### src/rtl/fifo_pkg.sv
// Shared types for the FIFO consumer blocks.
package fifo_pkg;

  typedef enum logic [1:0] {IDLE, READ, DRAIN, DONE} burst_rd_state_t;

endpackage

### src/rtl/fifo_burst_reader.sv
// Drains a fixed-length burst from a FIFO pop interface onto a registered valid/ready stream.
// Sustains one beat per cycle; pops only when the output register is free or being emptied.
module fifo_burst_reader
  import fifo_pkg::*;
#(
  parameter int unsigned DataWidth  = 32,
  parameter int unsigned MaxBurst   = 256,
  parameter int unsigned BurstWidth = $clog2(MaxBurst) + 1
) (
  input  logic                  clk_i,
  input  logic                  rst_ni,
  input  logic                  clr_i,
  input  logic                  start_i,
  input  logic [BurstWidth-1:0] burst_len_i,
  output logic                  busy_o,
  output logic                  done_o,
  output logic [BurstWidth-1:0] count_o,
  input  logic                  fifo_empty_i,
  input  logic [DataWidth-1:0]  fifo_data_i,
  output logic                  fifo_pop_o,
  output logic [DataWidth-1:0]  data_o,
  output logic                  valid_o,
  input  logic                  ready_i
);

  burst_rd_state_t       state_q, state_d;
  logic [BurstWidth-1:0] remaining_q;
  logic [BurstWidth-1:0] count_q;
  logic [DataWidth-1:0]  data_q;
  logic                  valid_q;
  logic                  handoff;

  assign handoff = valid_q & ready_i;

  always_comb begin
    state_d    = state_q;
    fifo_pop_o = (state_q == READ) && (remaining_q != '0) && !fifo_empty_i && !clr_i &&
                 (!valid_q || ready_i);
    unique case (state_q)
      IDLE: begin
        if (start_i) state_d = (burst_len_i != '0) ? READ : DONE;
      end
      // Leave READ one cycle after the last pop so that beat reaches the output register.
      READ: begin
        if (remaining_q == '0) state_d = DRAIN;
      end
      DRAIN: begin
        if (!valid_q || handoff) state_d = DONE;
      end
      DONE: state_d = IDLE;
    endcase
    if (clr_i) state_d = IDLE;
  end

  always_ff @(posedge clk_i) begin
    if (!rst_ni) begin
      state_q     <= IDLE;
      remaining_q <= '0;
      count_q     <= '0;
      data_q      <= '0;
      valid_q     <= 1'b0;
    end else if (clr_i) begin
      // Any popped-but-undelivered beat is dropped along with the burst.
      state_q     <= IDLE;
      remaining_q <= '0;
      count_q     <= '0;
      valid_q     <= 1'b0;
    end else begin
      state_q <= state_d;
      if ((state_q == IDLE) && start_i) begin
        remaining_q <= burst_len_i;
        count_q     <= '0;
      end
      if (fifo_pop_o) begin
        data_q      <= fifo_data_i;
        valid_q     <= 1'b1;
        remaining_q <= remaining_q - BurstWidth'(1);
      end else if (handoff) begin
        valid_q <= 1'b0;
      end
      if (handoff) count_q <= count_q + BurstWidth'(1);
    end
  end

  assign busy_o  = (state_q == READ) || (state_q == DRAIN);
  assign done_o  = (state_q == DONE);
  assign count_o = count_q;
  assign data_o  = data_q;
  assign valid_o = valid_q;

endmodule

### config.mk
export PLATFORM = sky130hd
export DESIGN_NAME = fifo_burst_reader
export DESIGN_NICKNAME = d
export VERILOG_FILES = /design/src/rtl/fifo_pkg.sv /design/src/rtl/fifo_burst_reader.sv
export SDC_FILE = /design/constraint.sdc
export NUM_CORES = 1
export LEC_CHECK = 0
export BUFFER_PORTS_ARGS = -buffer_cell sky130_fd_sc_hd__buf_2
export CORE_MARGIN = 1
export CORE_UTILIZATION = 50
export CTS_BUF_LIST = sky130_fd_sc_hd__clkbuf_8
export DETAILED_ROUTE_END_ITERATION = 10
export GPL_TIMING_DRIVEN = 1
export PLACE_DENSITY = 0.77
export SYNTH_ARGS = -nofsm -noshare
export SYNTH_HDL_FRONTEND = slang
export SYNTH_SLANG_ARGS = --single-unit
### constraint.sdc
create_clock -name clk_i -period 2.6 [get_ports clk_i]
set_clock_uncertainty 0.2 [all_clocks]
set_input_delay 0.52 -clock clk_i [delete_from_list [all_inputs] [get_ports clk_i]]
set_output_delay 0.52 -clock clk_i [all_outputs]
set_load 0.01 [all_outputs]
# After elaboration in Yosys (flattened, before gate mapping)
# Index checks and enable logic that the tools add are counted.
# totals
wordCells	48
in_bits	47
reg_bits	53
out_inout_bits	45
# op_classes
muxes	11
n_eq_ne	6
n_addsub	2
n_bitwise	3
n_reduce_logical	21
# op_table
op	count
$mux 9	4
$reduce_bool 9->1	2
$add 9x1->9 const B	1
$logic_not 9->1	1
$sub 9x1->9 const B	1
$mux 2	4
$pmux 2 s4	1
$reduce_bool 2->1	3
$logic_and 1x1->1	5
$eq 2x2->1 const B	2
$ne 2x2->1 const B	2
$logic_not 1->1	3
$logic_or 1x1->1	3
$reduce_and 3->1	1
$eq 2x1->1 const B	1
$logic_not 2->1	1
$mux 1	2
$ne 2x1->1 const B	1
$not 1->1	2
$reduce_and 2->1	1
$reduce_or 2->1	1
$and 1x1->1	1

# Longest topological paths before layout
# Gate-level depths: netlist of the first run.
# logic_depth
depth_word	6
ltp_mapped	9
ltp_nobuf	7

# Least setup slack after synthesis of the first run
# OpenSTA, ideal clock, no wires.
# synth_path
kind	reg2out
startpoint	reg remaining_q[0]
endpoint	out fifo_pop_o
path_buffers	1
arrival_time_ps	1553
setup_slack_ps	327
required_ps	1880
path_stages_with_launch	7
path_cell_list	dfxtp_1 -> inv_1 -> ha_1 -> or4b_1 -> o211ai_4 -> inv_2 -> buf_2
# synth_between
elab_chain_len	5
# synth_rtl
element	line_no	rtl
start, declared	fifo_burst_reader.sv:27	logic [BurstWidth-1:0] remaining_q;
start signal, assigned	fifo_burst_reader.sv:71	remaining_q <= burst_len_i;
start signal, assigned	fifo_burst_reader.sv:77	remaining_q <= remaining_q - BurstWidth'(1);
$reduce_bool 9->1	fifo_burst_reader.sv:37	fifo_pop_o = (state_q == READ) && (remaining_q != '0) && !fifo_empty_i && !clr_i &&
$logic_and 1x1->1 (4 in series)	fifo_burst_reader.sv:37	
end, declared	fifo_burst_reader.sv:20	output logic fifo_pop_o,
# Every way passes these cells.

# Final worst setup path of the first run
# Ends and elaborated chain as after synthesis.

==> results of run 1 <==
[state kept, by name, summed over array words and instances (netlist names)]
register	flops
remaining_q	9
count_o	9
data_o	32
valid_o	1
state_q	2
[cell type report]
type | count | area (sq um) | area share [%]
multi-input cells | 221 | 1320 | 42.4
flip-flops and latches | 53 | 1060 | 34.1
clock buffers | 5 | 68.8 | 2.21
repair buffers | 100 | 536 | 17.2
clock inverters | 3 | 15.0 | 0.482
inverters | 8 | 30.0 | 0.963
well taps | 67 | 83.8 | 2.69
[power by group through the flow]
stage / logic [mW] / clock network (mW) / registers [mW]
after CTS: 0.171 / 0.463 / 0.833
final: 0.172 / 0.452 / 0.833
after detailed placement: 0.168 / 0 / 0.852
after floorplan: 0.0914 / 0 / 0.851
after global placement: 0.165 / 0 / 0.851
after global routing: 0.190 / 0.499 / 0.835
[what timing repair did]
| item | CTS | global route |
|---|---|---|
| cloned | 0 | 0 |
| resized for setup | 1 | 2 |
| pin swaps | 0 | 1 |
| setup buffers | 0 | 1 |
| endpoints found under the setup margin | 1 | 1 |
[worst max-delay path, cell delays in order, from the launching register on]
cell and delay [ps]:
sky130_fd_sc_hd__dfxtp_2 350, sky130_fd_sc_hd__inv_1 60, sky130_fd_sc_hd__ha_2 200, sky130_fd_sc_hd__or4b_4 490, sky130_fd_sc_hd__o211ai_4 210, sky130_fd_sc_hd__inv_2 50
sky130_fd_sc_hd__buf_2 150
[kinds of logic after synthesis]
family	after synthesis	synth area share, %
simple gates	131	23.8
compound gates	78	23.4
flops	53	42.7
buf+inv	25	4.38
fa+ha+maj	7	3.52
mux	4	1.81
xor+xnor	1	0.353
[synthesized netlist by cell type (4+ instances only)]
cell type / count
sky130_fd_sc_hd__nand2_1: 75
sky130_fd_sc_hd__dfxtp_1: 53
sky130_fd_sc_hd__a21boi_0: 33
sky130_fd_sc_hd__nor2_1: 18
sky130_fd_sc_hd__clkbuf_1: 10
sky130_fd_sc_hd__nand3_1: 8
sky130_fd_sc_hd__a211oi_1: 7
sky130_fd_sc_hd__a21oi_1: 7
sky130_fd_sc_hd__ha_1: 7
sky130_fd_sc_hd__inv_1: 7
sky130_fd_sc_hd__o21ai_0: 7
sky130_fd_sc_hd__buf_2: 6
sky130_fd_sc_hd__nor3_1: 5
sky130_fd_sc_hd__mux2_2: 4
sky130_fd_sc_hd__nor4_1: 4
[cells in the final DEF, fill, tap and decap left out, types with 2 or more instances in the layout]
master	instances
sky130_fd_sc_hd__nor3b_1	2
sky130_fd_sc_hd__nor2_1	18
sky130_fd_sc_hd__a31oi_1	3
sky130_fd_sc_hd__o21a_1	2
sky130_fd_sc_hd__o2111ai_1	2
sky130_fd_sc_hd__buf_2	91
sky130_fd_sc_hd__nor3_1	5
sky130_fd_sc_hd__nand2b_1	2
sky130_fd_sc_hd__ha_1	6
sky130_fd_sc_hd__nor2b_1	3
sky130_fd_sc_hd__inv_1	9
sky130_fd_sc_hd__nor4_1	4
sky130_fd_sc_hd__mux2_2	4
sky130_fd_sc_hd__buf_4	8
sky130_fd_sc_hd__nand2_1	75
sky130_fd_sc_hd__o21ai_0	7
sky130_fd_sc_hd__and3_1	3
sky130_fd_sc_hd__a21boi_0	33
sky130_fd_sc_hd__nand3_1	8
sky130_fd_sc_hd__nor4b_1	2
sky130_fd_sc_hd__a21oi_1	7
sky130_fd_sc_hd__clkbuf_8	5
sky130_fd_sc_hd__a32oi_1	3
sky130_fd_sc_hd__dfxtp_1	52
sky130_fd_sc_hd__a211oi_1	7
[path summary, 6_finish.rpt]
| check | slack, ps | depth (start not counted) | start | to |
|---|---|---|---|---|
| worst max register to register | 170 | 8 | remaining_q[0] | remaining_q[4] |
| worst min register to register | 260 | 2 | data_o[5] | data_o[5] |
| worst max-delay path | 80 | 6 | remaining_q[0] | fifo_pop_o |
| worst min-delay path | 250 | 3 | fifo_data_i[4] | data_o[4] |
[stage by stage]
stage	total power, mW	instances	hold slack, ps	instance area, sq um
global route	1.52	457	244	3120
floorplan	0.943	299	275	2480
global placement	1.02	448	246	3020
detailed placement	1.02	448	253	3020
CTS	1.47	456	241	3110
finish	1.46	457	251	3120
[metal layers]
layer	vias up	share of wire (%)
met2	78	46
met1	1124	45
met3	7	7.6
met4	0	0.94
met5	-	0
li1	1221	-
==> reports/results.ini, run 1 <==
[synthesis]
most_used_dff_post_synth=sky130_fd_sc_hd__dfxtp_1
total_standard_cell_area_after_synthesis_sq_um=2480
async_reset_ff_share_pct=0
flops_latches_synth=53
yosysWarnings=0
synth.area.top_cells=sky130_fd_sc_hd__dfxtp_1, sky130_fd_sc_hd__nand2_1, sky130_fd_sc_hd__a21boi_0
number_of_enable_flip_flop_cells_after_synthesis=0
ys_seq_area_share_pct=42.7
synth.net_count=353
syn-instance-count=299
synth_area_per_cell_sq_um=8.31
synth_top_cell_by_area=sky130_fd_sc_hd__dfxtp_1
synth_largest_type_area_fraction_pct=42.7
synthDistinctLibCells=50

[setup_path]
worstSetupEndpointType=output port
worstPathArrival_ps=1800
worst_ep_required_time_ps=1880
cp_max_fo=5
worst_setup_path_start_kind=flop
path_class=reg2out

[power]
vdd_ir_drop_max_uv=273
switching_power_mw=0.370
clock_power_share_pct=31.0
combinationalPowerShare_pct=11.8
cell_internal_pwr_mw=1.09
switching_part_of_the_total_pct=25.4
static-leakage-power_nw=1.31
power_density_nw_per_um2=468
share_seq_of_total_power_pct=57.2

[clocking]
ctsLongestPathBuffers=2
cts.sinks=53
clock_insertion_delay_at_the_later_pin_of_the_skew_report_ps=300
cts_made_buffers=5
clock_transition_at_the_registers_of_the_reported_paths_ps=90
tritoncts=built
cts-root-buf=sky130_fd_sc_hd__clkbuf_8
ctsHtreeMaxLevel=2
quantity_of_hold_fixing_buffers_added_after_cts=0

[global_routing]
globalRouteMet3Util_pct=6.94
via_count_of_the_first_global_routing_pass=2181
grt.total_usage_pct=24.1
grt_antenna_before_repair=0
groute.layer.met1.usage_pct=31.5
groute.layer.met2.usage_pct=38.6
grt_max_degree=45
global_route.peak_usage_layer=met2
global_route.overflow_total=0
wire_length_of_the_first_global_routing_pass_microns=9960

[place]
portBuffers=91
gp_congestion=0.912
place_ws_ps=199
place_hpwl_microns=4380

[timing]
layout_setup_ws_ps=77.3
final_period_minus_worst_setup_slack_ps=2520
timing.final.max_slew_violations=0
hold_violations=0
setup-violations-final=0
worst_pin_slew_ps=828
totalNegativeSetupSlack_ps=0
worst_slew_margin_rel_pct=44.8
final_min_period_over_clock_period_pct=97.0
rsz_0062_raised_after_global_routing=no
fmax_ghz=0.396

[detailed_routing]
drt_drc_violations_left=0
first_iter_violations=228
drt_pass1_iterations=4
via_count=2430
via_per_inst=5.32
detail_route.wirelength_microns=6070
ant_nets=0
wire_per_inst_microns=13.3

[floorplanning]
floorplan.die_area_sq_um=5260
floorplan.die.width_microns=72.5
die_h_microns=72.5
standard_cell_core_area_sq_um=4750
start_util_pct=52.3
rows=25
pin_count=92

[hold_path]
worstHoldPathType=in2reg

[flow_run]
cap_violations=0

[finish]
areaGrowthSynthToFinish_pct=25.4
filler_cell_count=436
postLayoutCoreUtil_pct=65.6
drive_gt1_share_pct=30.3
layout.nets=443
antenna_cells=0

[outcome]
outcome=completed

No activity file was read; power rests on OpenSTA's default activity.
==> run 2: changes to the inputs <==
--- a/config.mk
+++ b/config.mk
@@ -5,9 +5,12 @@
 export SDC_FILE = /design/constraint.sdc
 export NUM_CORES = 1
 export LEC_CHECK = 0
+export ABC_CLOCK_PERIOD_IN_PS = 2600
 export BUFFER_PORTS_ARGS = -buffer_cell sky130_fd_sc_hd__buf_2
+export CELL_PAD_IN_SITES_DETAIL_PLACEMENT = 0
+export CELL_PAD_IN_SITES_GLOBAL_PLACEMENT = 1
 export CORE_MARGIN = 1
-export CORE_UTILIZATION = 50
+export CORE_UTILIZATION = 36
 export CTS_BUF_LIST = sky130_fd_sc_hd__clkbuf_8
 export DETAILED_ROUTE_END_ITERATION = 10
 export GPL_TIMING_DRIVEN = 1
==> run 2 against run 1 <==
Against the previous run: power increased by 6.5%; global-route usage decreased by 6.7 points; critical path depth unchanged; sequential share of layout area decreased by 0.59 points; maximum frequency increased by 0.95%; sequential power about the same; clock power increased by 20%; via count decreased by 2.3%; critical endpoint unchanged.
==> reports/results.ini, run 2 (synthesis gave the netlist of run 1 again) <==
[timing]
setup-violations-final=0  ; unchanged
final_min_period_over_clock_period_pct=96.1  ; -0.91 points
fmax_ghz=0.400  ; +0.95%
worst_slew_margin_rel_pct=43.3  ; -1.6 points
layout_setup_ws_ps=101  ; +23.6 ps
worst_pin_slew_ps=851  ; +23.5 ps
timing.final.max_slew_violations=0  ; unchanged
hold_violations=0  ; unchanged
final_period_minus_worst_setup_slack_ps=2500  ; -23.6 ps

[setup_path]
path_class=reg2out
worstPathArrival_ps=1780  ; -20 ps
crit_buf_inv=3  ; unchanged
timing.critical_path.slowest_stage_cell=sky130_fd_sc_hd__or4b_4
worst_path_largest_cell_delay_ps=480  ; about the same
cpLargestDelayFamily=simple AND/OR/NAND/NOR gates
cp_max_fo=5  ; unchanged
critical_path_origin=remaining_q[1]
r2r_start=remaining_q[1]
worst_setup_path_start_kind=flop
worst_ep_required_time_ps=1880  ; about the same
worstSetupEndpointType=output port
timing.critical_path.cells=inv_1 -> ha_4 -> or4b_4 -> o211ai_4 -> inv_2 -> buf_2

[floorplanning]
start_util_pct=38.3  ; -14 points
floorplan.die_area_sq_um=7240  ; +38%
standard_cell_core_area_sq_um=6490  ; +37%
die_h_microns=85.1  ; +17%
floorplan.die.width_microns=85.1  ; +17%
pin_count=92  ; unchanged
rows=29  ; +16%

[place]
postPlaceCellArea_sq_um=3040  ; +0.66%
place_hpwl_microns=4450  ; +1.7%
place_ws_ps=229  ; +30.0 ps
gp_congestion=0.793  ; -13%
portBuffers=91  ; unchanged

[clocking]
cts-root-buf=sky130_fd_sc_hd__clkbuf_8
ctsLongestPathBuffers=2  ; unchanged
ctsHtreeMaxLevel=2  ; unchanged
clock_insertion_delay_at_the_later_pin_of_the_skew_report_ps=300  ; about the same
cts_made_buffers=5  ; unchanged
tritoncts=built
cts.sinks=53  ; unchanged
clock_transition_at_the_registers_of_the_reported_paths_ps=90  ; about the same

[detailed_routing]
detail_route.wirelength_microns=6280  ; +3.4%
drt_pass1_iterations=4  ; unchanged
top_sig_layer=met4
ant_nets=0  ; unchanged
wl_met2_microns=2960  ; +5.3%
drt-met1-wl_microns=2930  ; +6.9%
drt_drc_violations_left=0  ; unchanged
via_count=2373  ; -2.3%
wire_per_inst_microns=13.4  ; +1.0%
first_iter_violations=125  ; -45%
met3RoutedLength_microns=345  ; -25%
via_per_inst=5.07  ; -4.6%

[finish]
largest_reg_flops=32  ; unchanged
filler_cell_count=664  ; +52%
final_common_cell=sky130_fd_sc_hd__buf_2
drive_gt1_share_pct=31.5  ; +1.2 points
areaGrowthSynthToFinish_pct=27.8
antenna_cells=0  ; unchanged
layout.nets=445  ; +0.45%
finish.instance_area_sq_um=3180  ; +1.9%
final_cell_mix=sky130_fd_sc_hd__buf_2, sky130_fd_sc_hd__nand2_1, sky130_fd_sc_hd__dfxtp_1

[hold_path]
min-delay-start=fifo_data_i[5]
worstHoldPathType=in2reg

[power]
cell_internal_pwr_mw=1.19  ; +9.1%
switching_part_of_the_total_pct=23.6  ; -1.8 points
clock_power_share_pct=35.0  ; +4.0 points
switching_power_mw=0.366  ; -1.0%
static-leakage-power_nw=1.33  ; +1.6%
share_seq_of_total_power_pct=53.7  ; -3.5 points
combinationalPowerShare_pct=11.3  ; -0.5 points
power_density_nw_per_um2=489  ; +4.6%
vdd_ir_drop_max_uv=172  ; -37%

[global_routing]
grt_antenna_before_repair=0  ; unchanged
global_route.overflow_total=0  ; unchanged
wire_length_of_the_first_global_routing_pass_microns=10100  ; +1.6%
via_count_of_the_first_global_routing_pass=2085  ; -4.4%
grt_max_degree=45  ; unchanged
grt.total_usage_pct=17.4  ; -6.7 points

[outcome]
outcome=completed

[flow_run]
cap_violations=0  ; unchanged

run 2: per-layer routing:
| metal | vias up | global-route usage (%) |
|---|---|---|
| met3 | 5 | 3.79 |
| met1 | 1070 | 23.3 |
| met4 | 0 | 4.16 |
| met2 | 69 | 28.6 |
| met5 | - | 0 |
| li1 | 1229 | - |
run 2: metrics by stage:
step	power [mW]	setup TNS, ps	cells	hold WS (ps)	utilization [%]
after global placement	1.02	0	459	247	46.8
after global routing	1.63	-16.3	468	246	48.9
final	1.55	0	468	257	48.9
after floorplan	0.943	0	299	275	-
after CTS	1.57	0	466	246	48.5
after detailed placement	1.02	0	459	254	46.8
run 2: power by group through the flow:
| stage | clock network, mW | logic (mW) | registers (mW) |
|---|---|---|---|
| 5_1_grt | 0.601 | 0.195 | 0.836 |
| 2_1_floorplan | 0 | 0.0914 | 0.851 |
| 3_5_place_dp | 0 | 0.170 | 0.852 |
| 3_3_place_gp | 0 | 0.172 | 0.851 |
| 6_report | 0.543 | 0.176 | 0.833 |
| 4_1_cts | 0.566 | 0.174 | 0.833 |
run 2: worst paths after layout:
| path | slack (ps) | endpoint | cells past startpoint |
|---|---|---|---|
| max | 100 | fifo_pop_o | 6 |
| min | 260 | data_o[5] | 3 |
| max reg2reg | 240 | remaining_q[4] | 8 |
| min reg2reg | 260 | data_o[9] | 2 |
run 2: final cells by class:
class | count | area [sq um] | area share (%)
tap | 77 | 96.3 | 3.03
inverter | 8 | 30.0 | 0.946
clock inverter | 2 | 35.0 | 1.10
clock buffer | 5 | 68.8 | 2.17
sequential | 53 | 1060 | 33.5
timing repair buffer | 102 | 551 | 17.3
multi-input combinational | 221 | 1330 | 41.9
run 2: timing repair:
action / in CTS / in global routing
hold buffers: 0 / 0
gates resized for setup: 2 / 4
setup buffers: 0 / 2
hold endpoints to repair: 0 / 0
pin swaps: 0 / 1
setup endpoints to repair: 1 / 1
run 2: worst min-delay path, stage by stage:
cell,delay (ps)
sky130_fd_sc_hd__buf_2,90
sky130_fd_sc_hd__nand2_1,40
sky130_fd_sc_hd__a21boi_0,60
==> run 3: changes to the inputs <==
==> constraint.sdc (replaced) <==
create_clock -name clk_i -period 2.6 [get_ports clk_i]
set_clock_uncertainty 0.2 [all_clocks]
set_input_delay 0 -clock clk_i [delete_from_list [all_inputs] [get_ports clk_i]]
set_output_delay 0 -clock clk_i [all_outputs]
set_load 0.01 [all_outputs]
==> run 3 against run 2 <==
Against the previous run: utilization grew 6.2 points; non-clock buffer count grew 42; setup slack gained 22 ps; power shrank 1.2%; combinational power grew 27%; maximum frequency grew 0.90%; via count grew 9.0%; sequential power is essentially flat; register-to-register slack lost 60 ps; hold slack lost 240 ps; routed wire length grew 11%; critical endpoint unchanged; largest power group unchanged; highest routed layer unchanged.
==> reports/results.ini, run 3 (synthesis gave the netlist of run 1 again) <==
[outcome]
outcome=completed

[global_routing]
grt_antenna_before_repair=0  ; unchanged
wire_length_of_the_first_global_routing_pass_microns=11400  ; +12%
via_count_of_the_first_global_routing_pass=2474  ; +19%
grt_max_degree=41  ; -8.9%
global_route.overflow_total=0  ; unchanged
grt.total_usage_pct=19.7  ; +2.3 points

[timing]
worst_slew_margin_rel_pct=41.6  ; -1.6 points
timing.final.max_slew_violations=0  ; unchanged
totalNegativeSetupSlack_ps=0  ; unchanged
final_min_period_over_clock_period_pct=95.3  ; -0.86 points
setup-violations-final=0  ; unchanged
worst_pin_slew_ps=875  ; +24.2 ps
final.hold.worst_slack_ps=18.0  ; -239 ps
final_period_minus_worst_setup_slack_ps=2480  ; -22.4 ps
fmax_ghz=0.404  ; +0.90%
hold_violations=0  ; unchanged

[setup_path]
worst_path_largest_cell_delay_ps=520  ; +40 ps
reg2regPathDepth=7  ; -1
r2r_start=remaining_q[0]
critical_path_origin=remaining_q[0]
worst_ep_required_time_ps=2400  ; +520 ps
timing.critical_path.cells=inv_1 -> ha_1 -> or4b_1 -> o211ai_4 -> inv_4 -> buf_4 -> buf_2
worstPathArrival_ps=2280  ; +500 ps
path_class=reg2out
timing.critical_path.slowest_stage_cell=sky130_fd_sc_hd__or4b_1
cp_max_fo=22  ; +17
worstSetupPathDepth=7  ; +1
worstSetupEndpointType=output port
crit_buf_inv=4  ; +1
worst_setup_path_start_kind=flop
cpLargestDelayFamily=buffers and inverters
rrSetupSlack_ps=180  ; -60 ps

[floorplanning]
rows=29  ; unchanged
pin_count=92  ; unchanged
floorplan.die.width_microns=85.1  ; unchanged
standard_cell_core_area_sq_um=6490  ; unchanged
start_util_pct=38.3  ; unchanged
die_h_microns=85.1  ; unchanged
floorplan.die_area_sq_um=7240  ; unchanged

[finish]
final_cell_mix=sky130_fd_sc_hd__buf_2, sky130_fd_sc_hd__nand2_1, sky130_fd_sc_hd__dfxtp_1
instances_no_fill=511  ; +9.2%
final_common_cell=sky130_fd_sc_hd__buf_2
filler_cell_count=643  ; -3.2%
largest_reg_flops=32  ; unchanged
antenna_cells=0  ; unchanged
drive_gt1_share_pct=26.7  ; -4.7 points
layout.nets=487  ; +9.4%
layout.area.seq_sq_um=1060  ; -0.24%
postLayoutCoreUtil_pct=55.1  ; +6.2 points
multiInputGateArea_sq_um=1320  ; -0.75%
areaGrowthSynthToFinish_pct=43.9

[power]
post-layout-total-power_mw=1.53  ; -1.2%
vdd_ir_drop_max_uv=198  ; +15%
static-leakage-power_nw=1.49  ; +13%
power_density_nw_per_um2=429  ; -12%

[flow_run]
cap_violations=0  ; unchanged

[clocking]
cts-root-buf=sky130_fd_sc_hd__clkbuf_8
clock_transition_at_the_registers_of_the_reported_paths_ps=100  ; about the same
clock_insertion_delay_at_the_later_pin_of_the_skew_report_ps=310  ; about the same
ctsHtreeMaxLevel=2  ; unchanged
ctsLongestPathBuffers=2  ; unchanged
tritoncts=built
cts_post_setup_buffers_inserted=0  ; unchanged
cts_made_buffers=5  ; unchanged
cts.sinks=53  ; unchanged

[place]
numPlacedInstances=458  ; -0.22%
gp_congestion=0.780  ; -1.6%
portBuffers=91  ; unchanged
place_hpwl_microns=4630  ; +4.0%

[hold_path]
worstHoldPathType=in2reg
min_delay_path_depth=3  ; unchanged
min-delay-start=rst_ni

[detailed_routing]
wire_per_inst_microns=13.6  ; +1.4%
detail_route.wirelength_microns=6960  ; +11%
via_per_inst=5.06  ; -0.19%
drt_drc_violations_left=0  ; unchanged
first_iter_violations=95  ; -24%
ant_nets=0  ; unchanged
via_count=2586  ; +9.0%
drt_pass1_iterations=4  ; unchanged

## run 3: final timing paths
path	end
hold / removal	data_o[0]
setup reg to reg	state_q[0]
setup / recovery	fifo_pop_o
hold reg to reg	data_o[2]
## run 3: repair_timing
item,CTS,global route
gates resized for setup,0,3
hold buffers,45,0
endpoints found under the setup margin,0,2
endpoints found under the hold margin,45,0
## run 3: metrics by stage
stage	instance area [sq um]	setup slack, ps
floorplan	2480	450
global placement	3030	349
detailed placement	3030	252
CTS	3570	43.8
global route	3580	-27.4
finish	3580	123
## run 3: layer usage
metal  GRT usage (%)  wire length (microns)  vias to the layer above
met3            3.21                    205                        8
li1                -                      -                     1313
met2            34.7                   3490                       53
met4            6.78                     96                        0
met5               0                      0                        -
met1            24.3                   3170                     1212
## run 3: power by group
group | switching, mW | internal, mW
registers | 0.0115 | 0.823
logic | 0.100 | 0.123
clock network | 0.287 | 0.189
## run 3: layout make-up
cell class,instances,share of cell area [%]
Multi-Input combinational cell,221,36.9
Sequential cell,53,29.7
Timing Repair Buffer,144,27.4
Tap cell,77,2.69
Clock buffer,5,1.92
Inverter,8,0.910
Clock inverter,3,0.490
## run 3: worst reg2reg max path, stage by stage (launching register included)
cell and delay (ps):
sky130_fd_sc_hd__dfxtp_1 350, sky130_fd_sc_hd__inv_1 70, sky130_fd_sc_hd__ha_1 210, sky130_fd_sc_hd__nor4b_2 260, sky130_fd_sc_hd__a21boi_0 220, sky130_fd_sc_hd__o41ai_1 360
sky130_fd_sc_hd__dlygate4sd3_1 620, sky130_fd_sc_hd__nor2_1 40
